## src/rtl/tvout_gen.sv

```systemverilog
// rtl/tvout_gen.sv - composite-video raster generator with framebuffer fetch or built-in test pattern
module tvout_gen #(
  parameter int CLK_DIV     = 5,
  parameter int H_TOTAL     = 640,
  parameter int H_ACTIVE    = 512,
  parameter int HSYNC_START = 533,
  parameter int HSYNC_END   = 580,
  parameter int V_TOTAL     = 309,
  parameter int V_ACTIVE    = 288,
  parameter int VSYNC_START = 290,
  parameter int VSYNC_END   = 292,
  parameter int DW          = 1,
  parameter int XW          = $clog2(H_ACTIVE),
  parameter int YW          = $clog2(V_ACTIVE),
  parameter int AW          = XW + YW
) (
  input  logic          clk,
  input  logic          rst_,
  input  logic          pattern,
  output logic          rd_en,
  output logic [AW-1:0] rd_addr,
  input  logic [DW-1:0] rd_data,
  output logic [DW-1:0] vout,
  output logic          sync_,
  output logic          pix_tick,
  output logic          frame_start
);
  localparam int DVW = $clog2(CLK_DIV);
  localparam int HCW = $clog2(H_TOTAL);
  localparam int VCW = $clog2(V_TOTAL);

  logic [DVW-1:0] div_q, div_d;
  logic [HCW-1:0] x_q, x_d;
  logic [VCW-1:0] y_q, y_d;
  logic           mode_q, mode_d;
  logic           act_o_q, act_o_d;
  logic           mode_o_q, mode_o_d;
  logic           pat_o_q, pat_o_d;
  logic           sync_q, sync_d;
  logic           fs_q, fs_d;
  logic           load_q, load_d;
  logic [DW-1:0]  hold_q, hold_d;

  logic           tick, active, hsync, vsync, origin, mode_cur, pat_bit;
  logic [DW-1:0]  vout_live;

  always_comb begin
    tick     = rst_ && (div_q == '0);
    active   = (x_q < HCW'(H_ACTIVE)) && (y_q < VCW'(V_ACTIVE));
    hsync    = (x_q >= HCW'(HSYNC_START)) && (x_q < HCW'(HSYNC_END));
    vsync    = ((y_q >= VCW'(VSYNC_START)) && (y_q < VCW'(VSYNC_END))) ||
               ((y_q == VCW'(VSYNC_END)) && (x_q < HCW'(H_TOTAL / 2)));
    origin   = (x_q == '0) && (y_q == '0);
    // The frame's source is chosen at its first tick, so pixel (0,0) already uses the new mode.
    mode_cur = (tick && origin) ? pattern : mode_q;
    pat_bit  = (x_q == '0) || (x_q == HCW'(H_ACTIVE - 1)) ||
               (y_q == '0) || (y_q == VCW'(V_ACTIVE - 1)) || (x_q[3] ^ y_q[3]);
    vout_live = act_o_q ? (mode_o_q ? {DW{pat_o_q}} : rd_data) : '0;

    div_d    = (div_q == DVW'(CLK_DIV - 1)) ? '0 : div_q + 1'b1;
    x_d      = x_q;
    y_d      = y_q;
    mode_d   = mode_q;
    act_o_d  = act_o_q;
    mode_o_d = mode_o_q;
    pat_o_d  = pat_o_q;
    sync_d   = sync_q;
    fs_d     = tick && origin;
    load_d   = tick;
    hold_d   = load_q ? vout_live : hold_q;

    if (tick) begin
      if (x_q == HCW'(H_TOTAL - 1)) begin
        x_d = '0;
        y_d = (y_q == VCW'(V_TOTAL - 1)) ? '0 : y_q + 1'b1;
      end else begin
        x_d = x_q + 1'b1;
      end
      mode_d   = mode_cur;
      act_o_d  = active;
      mode_o_d = mode_cur;
      pat_o_d  = pat_bit;
      sync_d   = !(hsync || vsync);
    end
  end

  always_ff @(posedge clk) begin
    if (!rst_) begin
      div_q    <= '0;
      x_q      <= '0;
      y_q      <= '0;
      mode_q   <= 1'b0;
      act_o_q  <= 1'b0;
      mode_o_q <= 1'b0;
      pat_o_q  <= 1'b0;
      sync_q   <= 1'b1;
      fs_q     <= 1'b0;
      load_q   <= 1'b0;
      hold_q   <= '0;
    end else begin
      div_q    <= div_d;
      x_q      <= x_d;
      y_q      <= y_d;
      mode_q   <= mode_d;
      act_o_q  <= act_o_d;
      mode_o_q <= mode_o_d;
      pat_o_q  <= pat_o_d;
      sync_q   <= sync_d;
      fs_q     <= fs_d;
      load_q   <= load_d;
      hold_q   <= hold_d;
    end
  end

  // RAM data arrives in the clk after the tick; it is shown live then and held for the rest of the pixel.
  assign vout        = load_q ? vout_live : hold_q;
  assign rd_en       = tick && active && !mode_cur;
  assign rd_addr     = {y_q[YW-1:0], x_q[XW-1:0]};
  assign sync_       = sync_q;
  assign pix_tick    = tick;
  assign frame_start = fs_q;
endmodule

```

## config.mk

```make
export PLATFORM = sky130hd
export DESIGN_NAME = tvout_gen
export DESIGN_NICKNAME = d
export VERILOG_FILES = /design/src/rtl/tvout_gen.sv
export SDC_FILE = /design/constraint.sdc
export NUM_CORES = 1
export LEC_CHECK = 0
export ABC_AREA = 0
export ABC_CLOCK_PERIOD_IN_PS = 1800
export CAP_MARGIN = 10
export CELL_PAD_IN_SITES_DETAIL_PLACEMENT = 1
export CELL_PAD_IN_SITES_GLOBAL_PLACEMENT = 1
export CORE_ASPECT_RATIO = 1.4
export CORE_MARGIN = 4
export CORE_UTILIZATION = 35
export CTS_BUF_LIST = sky130_fd_sc_hd__clkbuf_16
export CTS_CLUSTER_DIAMETER = 200
export DETAILED_ROUTE_END_ITERATION = 10
export GPL_ROUTABILITY_DRIVEN = 1
export PLACE_DENSITY = 0.86
export SYNTH_ARGS = -nofsm -noshare
export SYNTH_HDL_FRONTEND = slang
export SYNTH_SLANG_ARGS = --single-unit
```

## constraint.sdc

```tcl
create_clock -name clk -period 1.8 [get_ports clk]
set_input_delay 0.36 -clock clk [delete_from_list [all_inputs] [get_ports clk]]
set_output_delay 0.36 -clock clk [all_outputs]
set_load 0.01 [all_outputs]
```

==> results of run 1 <==
## state kept, by name (all words and copies together) (netlist names)
register / count
div_q: 3
y_q: 9
act_o_q: 1
load_q: 1
frame_start: 1
hold_q: 1
pat_o_q: 1
sync_: 1
mode_o_q: 1
x_q: 10
## cell families (layout without fill, tap and decap cells)
logic type / after synthesis / after routing / synth area share
buffers and inverters: 34 / 105 / 0.125
AND/OR/NAND/NOR: 92 / 92 / 0.300
flip-flops: 29 / 29 / 0.345
adder cells (fa/ha/maj): 7 / 7 / 0.0520
XOR/XNOR: 9 / 9 / 0.0468
multiplexers: 3 / 3 / 0.0178
AO/OA/AOI/OAI: 31 / 31 / 0.114
## layout by cell type (no fill, tap or decap), drive strengths merged, types with 2 or more instances in the layout
cell,n
or4,4
xor2,3
ha,7
nor4,5
nor2,21
a22oi,5
dlygate4sd2,2
clkdlybuf4s50,21
nand2,17
and4,3
or3,3
and3,4
dfxtp,29
nor3,8
buf,59
nand3b,2
nand2b,2
o21a,2
xnor2,6
nand4,7
nand3,8
clkbuf,5
a21oi,9
o21ai,8
o22ai,2
inv,15
mux2i,3
## per-layer routing
layer / track usage / part of all wire / up-vias
met5: 0 / 0 / -
met4: 0.0915 / 0.031 / 0
met3: 0.0461 / 0.043 / 19
met2: 0.354 / 0.51 / 54
met1: 0.227 / 0.41 / 901
li1: - / - / 853
## area by class of cell
type	instances	area (sq um)
clock inverters	2	7.51
clock buffers	5	125
inverters	14	52.6
repair buffers	84	717
flip-flops and latches	29	591
multi-input cells	142	1020
well taps	62	77.6
fillers	546	2020
## critical path, stage by stage (launching register included)
cell and delay (ns):
dfxtp_2 0.35, or3b_4 0.43, or4_4 0.59, or4b_4 0.55
a21oi_2 0.13
## power by group through the flow
stage | logic [uW] | clock network [uW] | registers (uW)
finish | 294 | 775 | 683
global route | 317 | 807 | 685
CTS | 279 | 776 | 683
detailed placement | 241 | 0 | 695
global placement | 232 | 0 | 693
floorplan | 128 | 0 | 697
## per-stage QoR
stage	TNS [ns]	util	hold slack [ns]
2_1_floorplan	-0.624	-	0.460
3_3_place_gp	-8.40	0.483	0.483
3_5_place_dp	-8.73	0.483	0.492
4_1_cts	-1.45	0.542	0.512
5_1_grt	-2.67	0.563	0.567
6_report	-2.20	0.563	0.508
## repair_timing
item	CTS	global route
pin swaps	12	14
setup buffers	10	3
gates cloned	0	0
setup endpoints to repair	17	17
hold endpoints to repair	0	0
gates resized for setup	31	21
## final timing paths
path	depth (start not counted)	endpoint	startpoint	slack, ns
setup / recovery	4	y_q[3]$_SDFFE_PN0P_	x_q[7]$_SDFFE_PN0N_	-0.32
hold / removal	2	act_o_q$_SDFFE_PN0N_	act_o_q$_SDFFE_PN0N_	0.51
setup reg to reg	4	y_q[3]$_SDFFE_PN0P_	x_q[7]$_SDFFE_PN0N_	-0.32
hold reg to reg	2	act_o_q$_SDFFE_PN0N_	act_o_q$_SDFFE_PN0N_	0.51
==> metrics.csv, run 1 <==
stage,metric,value,unit
cts,CTS max path bufs,2,
logic_synthesis,Syn Area/Cell,8.22,sq um
logic_synthesis,most common flop cell mapped by yosys,dfxtp_1,
global_routing,global-route wire length before repair,9.30,mm
logic_synthesis,synth cell count leaders,"dfxtp_1 (29), nor2_1 (21), nand2_1 (17)",
logic_synthesis,sequential area share after synthesis,0.345,
floorplanning,Placeable Area,4610,sq um
worst_setup_path,startpoint class of the critical path,register,
timing,Final Skew,0.00313,ns
pwr,Switching Share,0.254,
global_routing,vias in the first global route,1927,
logic_synthesis,Synth cell types,43,
global_routing,antenna violations before repair,0,
timing,post-layout min period,2.12,ns
pwr,Net Switching,445,uW
logic_synthesis,Synth async-reset ratio,0,
outcome,violated checks,negative setup slack,
placement,Final Wtd Congestion,0.902,
floorplanning,# IOs,27,
routing,Routed WL,6.08,mm
worst_setup_path,crit path capture type,register,
cells_and_area,Final #Nets,287,
logic_synthesis,Yosys top cell area share,0.345,
placement,DP Wirelength,3.78,mm
pwr,clock power share,0.442,
cts,htree depth,2,
global_routing,GRT Overall Usage,0.203,
timing,RSZ-0062 raised after global routing,true,
logic_synthesis,Synth Warn #,0,
timing,Slew Limit Fails,0,
timing,worst-margin pin slew,0.461,ns
routing,DR iter-0 viols,73,
timing,crit share post-route,1.18,
logic_synthesis,number of synthesized flops with an enable pin,0,
logic_synthesis,Post-Syn Nets,216,
floorplanning,Initial Util,0.365,
floorplanning,FP Rows,29,
routing,Via Count,1827,
timing,Slew headroom,0.690,
global_routing,largest net degree at the start of global routing,13,
pwr,Sequential Power Share,0.390,
min_path,Hold Crit Class,register to register,
timing,Fin. Hold Viols,0,
flow_run,Max Cap Viol,0,
logic_synthesis,top post-synthesis cells by area,"dfxtp_1 (34%), buf_4 (5.3%), ha_1 (5.2%)",
pwr,power per cell area,676,nW/um^2
worst_setup_path,Critical Path RT,2.01,ns
worst_setup_path,largest fanout on the critical path,4,
worst_setup_path,Critical Path AT,2.33,ns
cts,clk sinks,29,
placement,placed cell area,2230,sq um
cts,number of buffers created by CTS,5,
floorplanning,DIE AREA,6000,sq um
pwr,Pint,1310,uW
cts,hold buffers post-CTS,0,
outcome,status,"complete, but fails checks",
routing,DRC Markers,0,
cts,"Reg clk slew, reported paths",0.05,ns
floorplanning,Die H,90.1,um
cells_and_area,Post-Layout Cell Count,338,
routing,count of TritonRoute iterations in the first routing pass,4,
timing,f_max,0.473,GHz
cts,TritonCTS clock tree,built,
pwr,LEAKAGE,0.00109,uW
cts,CTS root buf,clkbuf_16,
logic_synthesis,#FFs+latches synth,29,
logic_synthesis,Post-Syn Area,1680,sq um
logic_synthesis,top-count cell post-synth,dfxtp_1,
global_routing,total grt overflow,0,
cells_and_area,share of cells above drive strength 1,0.348,
logic_synthesis,Syn Inst Count,205,
logic_synthesis,cell taking the most area after synthesis,dfxtp_1,
worst_setup_path,Setup Crit Path Kind,register to register,
cells_and_area,Layout area overhead,53.9,%
placement,Post-Place Cells,320,
timing,setup ws final,-0.315,ns
floorplanning,die width,66.6,um
routing,detailed-route wire length per cell,18.0,um
routing,Vias/cell,5.41,
cells_and_area,number of diodes,0,
placement,worst slack at placement,-0.734,ns
pwr,Power Total,1750,uW
cts,worst skew pair latency,0.28,ns
timing,Final setup violation count,14,
cells_and_area,design area,2590,sq um
pwr,maximum VDD drop,0.670,mV
routing,Routed Antenna Nets,0,
placement,port bufs,26,
pwr,Comb pwr share,0.168,
(Power assumes the default switching activity.)
==> inputs of run 2 (changes only) <==
--- a/config.mk
+++ b/config.mk
@@ -17,6 +17,7 @@
 export CTS_CLUSTER_DIAMETER = 200
 export DETAILED_ROUTE_END_ITERATION = 10
 export GPL_ROUTABILITY_DRIVEN = 1
+export HOLD_SLACK_MARGIN = 0.06
 export PLACE_DENSITY = 0.86
 export SYNTH_ARGS = -nofsm -noshare
 export SYNTH_HDL_FRONTEND = slang
==> results of run 2 <==
Final layout, timing and power as in run 1 (identical DEF).
==> inputs of run 3 (changes only) <==
--- a/config.mk
+++ b/config.mk
@@ -12,13 +12,13 @@
 export CELL_PAD_IN_SITES_GLOBAL_PLACEMENT = 1
 export CORE_ASPECT_RATIO = 1.4
 export CORE_MARGIN = 4
-export CORE_UTILIZATION = 35
+export CORE_UTILIZATION = 30
 export CTS_BUF_LIST = sky130_fd_sc_hd__clkbuf_16
 export CTS_CLUSTER_DIAMETER = 200
 export DETAILED_ROUTE_END_ITERATION = 10
 export GPL_ROUTABILITY_DRIVEN = 1
 export HOLD_SLACK_MARGIN = 0.06
-export PLACE_DENSITY = 0.86
+export PLACE_DENSITY_LB_ADDON = 0.1
 export SYNTH_ARGS = -nofsm -noshare
 export SYNTH_HDL_FRONTEND = slang
 export SYNTH_SLANG_ARGS = --single-unit
==> metrics.csv, run 3 (synthesized netlist as in run 1, its figures left out) <==
stage,metric,value,unit,change
floorplanning,Initial Util,0.307,,was 0.365
worst_setup_path,slowest CP cell,dfxtp_2,,was or4_4
cts,number of buffers created by CTS,5,,unchanged
min_path,WHS Path Cells,2,,unchanged
global_routing,largest net degree at the start of global routing,13,,unchanged
floorplanning,Die H,96.7,um,was 90.1 um
cells_and_area,Biggest register,x_q,,unchanged
worst_setup_path,Critical Path RT,1.44,ns,was 2.01 ns
placement,Final Wtd Congestion,0.823,,was 0.902
timing,Final Skew,0.00862,ns,was 0.00313 ns
global_routing,global-route wire length before repair,9.31,mm,was 9.30 mm
floorplanning,Placeable Area,5490,sq um,was 4610 sq um
worst_setup_path,startpoint class of the critical path,register,,unchanged
routing,DRC Markers,0,,unchanged
worst_setup_path,critical path buffer and inverter count,2,,was 0
min_path,worst hold endpoint,act_o_q$_SDFFE_PN0N_,,unchanged
floorplanning,DIE AREA,6890,sq um,was 6000 sq um
cells_and_area,design area,2660,sq um,was 2590 sq um
timing,TNS Setup,-2.09,ns,was -2.20 ns
routing,detailed-route wire length per cell,17.1,um,was 18.0 um
placement,port bufs,26,,unchanged
timing,RSZ-0062 raised after global routing,true,,unchanged
cts,"Reg clk slew, reported paths",0.05,ns,about the same
routing,Vias/cell,5.24,,was 5.41
pwr,maximum VDD drop,0.349,mV,was 0.670 mV
timing,worst-margin pin slew,0.428,ns,was 0.461 ns
cells_and_area,fin util,0.484,,was 0.563
worst_setup_path,reg2reg path depth,7,,was 4
cells_and_area,number of diodes,0,,unchanged
cells_and_area,Layout area overhead,57.7,%,was 53.9%
timing,crit share post-route,1.18,,about the same
global_routing,antenna violations before repair,0,,unchanged
floorplanning,# IOs,27,,unchanged
timing,post-layout min period,2.13,ns,was 2.12 ns
cts,CTS root buf,clkbuf_16,,unchanged
worst_setup_path,beginning of the critical path,x_q[5]$_SDFFE_PN0N_,,was x_q[7]$_SDFFE_PN0N_
worst_setup_path,Worst R2R Setup Slack,-0.30,ns,was -0.32 ns
timing,Fin. Hold Viols,0,,unchanged
worst_setup_path,Worst path max stage delay,0.33,ns,was 0.59 ns
global_routing,vias in the first global route,1956,,was 1927
routing,count of TritonRoute iterations in the first routing pass,4,,unchanged
cts,CTS max path bufs,2,,unchanged
min_path,Hold Crit Class,register to register,,unchanged
worst_setup_path,CP Cell Sequence,"nor4_4, buf_4, nand4_1, o21a_1, nor3_2, buf_2",,"was or3b_4, or4_4, or4b_4, a21oi_2"
worst_setup_path,largest fanout on the critical path,3,,was 4
placement,worst slack at placement,-0.693,ns,was -0.734 ns
routing,Via Count,1822,,was 1827
cells_and_area,"most common cell after layout, fill and taps aside",buf_4,,unchanged
worst_setup_path,"delay-heaviest family, CP",simple AND/OR/NAND/NOR gates,,unchanged
cts,clk sinks,29,,unchanged
timing,Slew headroom,0.712,,was 0.690
flow_run,Max Cap Viol,0,,unchanged
routing,DR iter-0 viols,55,,was 73
cells_and_area,Regs by FF count,"x_q x10, y_q x9, div_q x3",,unchanged
cells_and_area,most frequent cells in the layout,"buf_4 (56), dfxtp_1 (23), clkdlybuf4s50_1 (22), nor2_1 (17), nand2_1 (16)",,"was buf_4 (52), dfxtp_1 (23), nor2_1 (21), clkdlybuf4s50_1 (21), nand2_1 (16)"
outcome,violated checks,negative setup slack,,unchanged
cts,worst skew pair latency,0.27,ns,was 0.28 ns
placement,placed cell area,2230,sq um,about the same
timing,Fin Hold WS,0.505,ns,was 0.508 ns
outcome,status,"complete, but fails checks",,unchanged
timing,Slew Limit Fails,0,,unchanged
global_routing,GRT Overall Usage,0.170,,was 0.203
pwr,LEAKAGE,0.00109,uW,about the same
placement,DP Wirelength,4.28,mm,was 3.78 mm
worst_setup_path,Reg-to-Reg Start,div_q[0]$_SDFF_PP0_,,was x_q[7]$_SDFFE_PN0N_
routing,Routed WL,5.95,mm,was 6.08 mm
routing,Routed Antenna Nets,0,,unchanged
worst_setup_path,Critical R2R Capture,y_q[3]$_SDFFE_PN0P_,,unchanged
cells_and_area,share of cells above drive strength 1,0.368,,was 0.348
cts,hold buffers post-CTS,0,,unchanged
floorplanning,FP Rows,32,,was 29
cells_and_area,max reg flops,10,,unchanged
timing,Final setup violation count,14,,unchanged
pwr,power per cell area,664,nW/um^2,was 676 nW/um^2
min_path,hold path startpoint,act_o_q$_SDFFE_PN0N_,,unchanged
timing,f_max,0.470,GHz,was 0.473 GHz
timing,setup ws final,-0.328,ns,was -0.315 ns
worst_setup_path,Setup Crit Path Kind,register to output pin,,was register to register
global_routing,total grt overflow,0,,unchanged
cts,htree depth,2,,unchanged
worst_setup_path,Critical Path AT,1.77,ns,was 2.33 ns
cts,TritonCTS clock tree,built,,unchanged
floorplanning,die width,71.3,um,was 66.6 um
cells_and_area,Final #Nets,291,,was 287
worst_setup_path,crit path capture type,output pin,,was register
run 3: area by class of cell:
type / instances / area, sq um
Clock buffer: 5 / 125
Clock inverter: 2 / 7.51
Fill cell: 660 / 2830
Inverter: 14 / 52.6
Multi-Input combinational cell: 142 / 1060
Sequential cell: 29 / 588
Tap cell: 68 / 85.1
Timing Repair Buffer: 88 / 741
run 3: worst max-delay path by stage:
stage	cells past startpoint	endpoint	slack [ns]
final	6	rd_en	-0.33
after global routing	6	rd_en	-0.42
after CTS	6	rd_en	-0.33
after detailed placement	7	rd_en	-0.69
after global placement	7	rd_en	-0.64
after floorplan	5	y_q[3]$_SDFFE_PN0P_	-0.21
run 3: power breakdown:
group / internal [uW] / switching [uW] / total [uW]
clock network: 492 / 273 / 765
registers: 670 / 15.5 / 686
logic: 159 / 153 / 312
total: 1320 / 441 / 1760
run 3: stage by stage:
stage / power [uW] / cells
after floorplan: 825 / 205
after global placement: 939 / 326
after detailed placement: 950 / 326
after CTS: 1760 / 342
after global routing: 1840 / 348
final: 1760 / 348
run 3: worst reg2reg max path, stage by stage (launching register included):
cell and delay (ns):
dfxtp_2 0.32, inv_2 0.08, ha_4 0.16, nand3b_1 0.15
buf_6 0.16, or4_4 0.55, or4b_4 0.51, a21oi_2 0.13
run 3: routing by layer:
| metal | GRT usage | vias up | wire, um |
|---|---|---|---|
| met5 | 0 | - | 0 |
| met3 | 0.0291 | 15 | 139 |
| met4 | 0.0796 | 0 | 177 |
| li1 | - | 863 | - |
| met2 | 0.328 | 34 | 3370 |
| met1 | 0.169 | 910 | 2260 |
run 3: timing repair:
item / in CTS / in global routing
resized for setup: 32 / 24
pin swaps: 15 / 12
endpoints found under the setup margin: 16 / 16
hold endpoints to repair: 0 / 0
setup buffers: 10 / 6
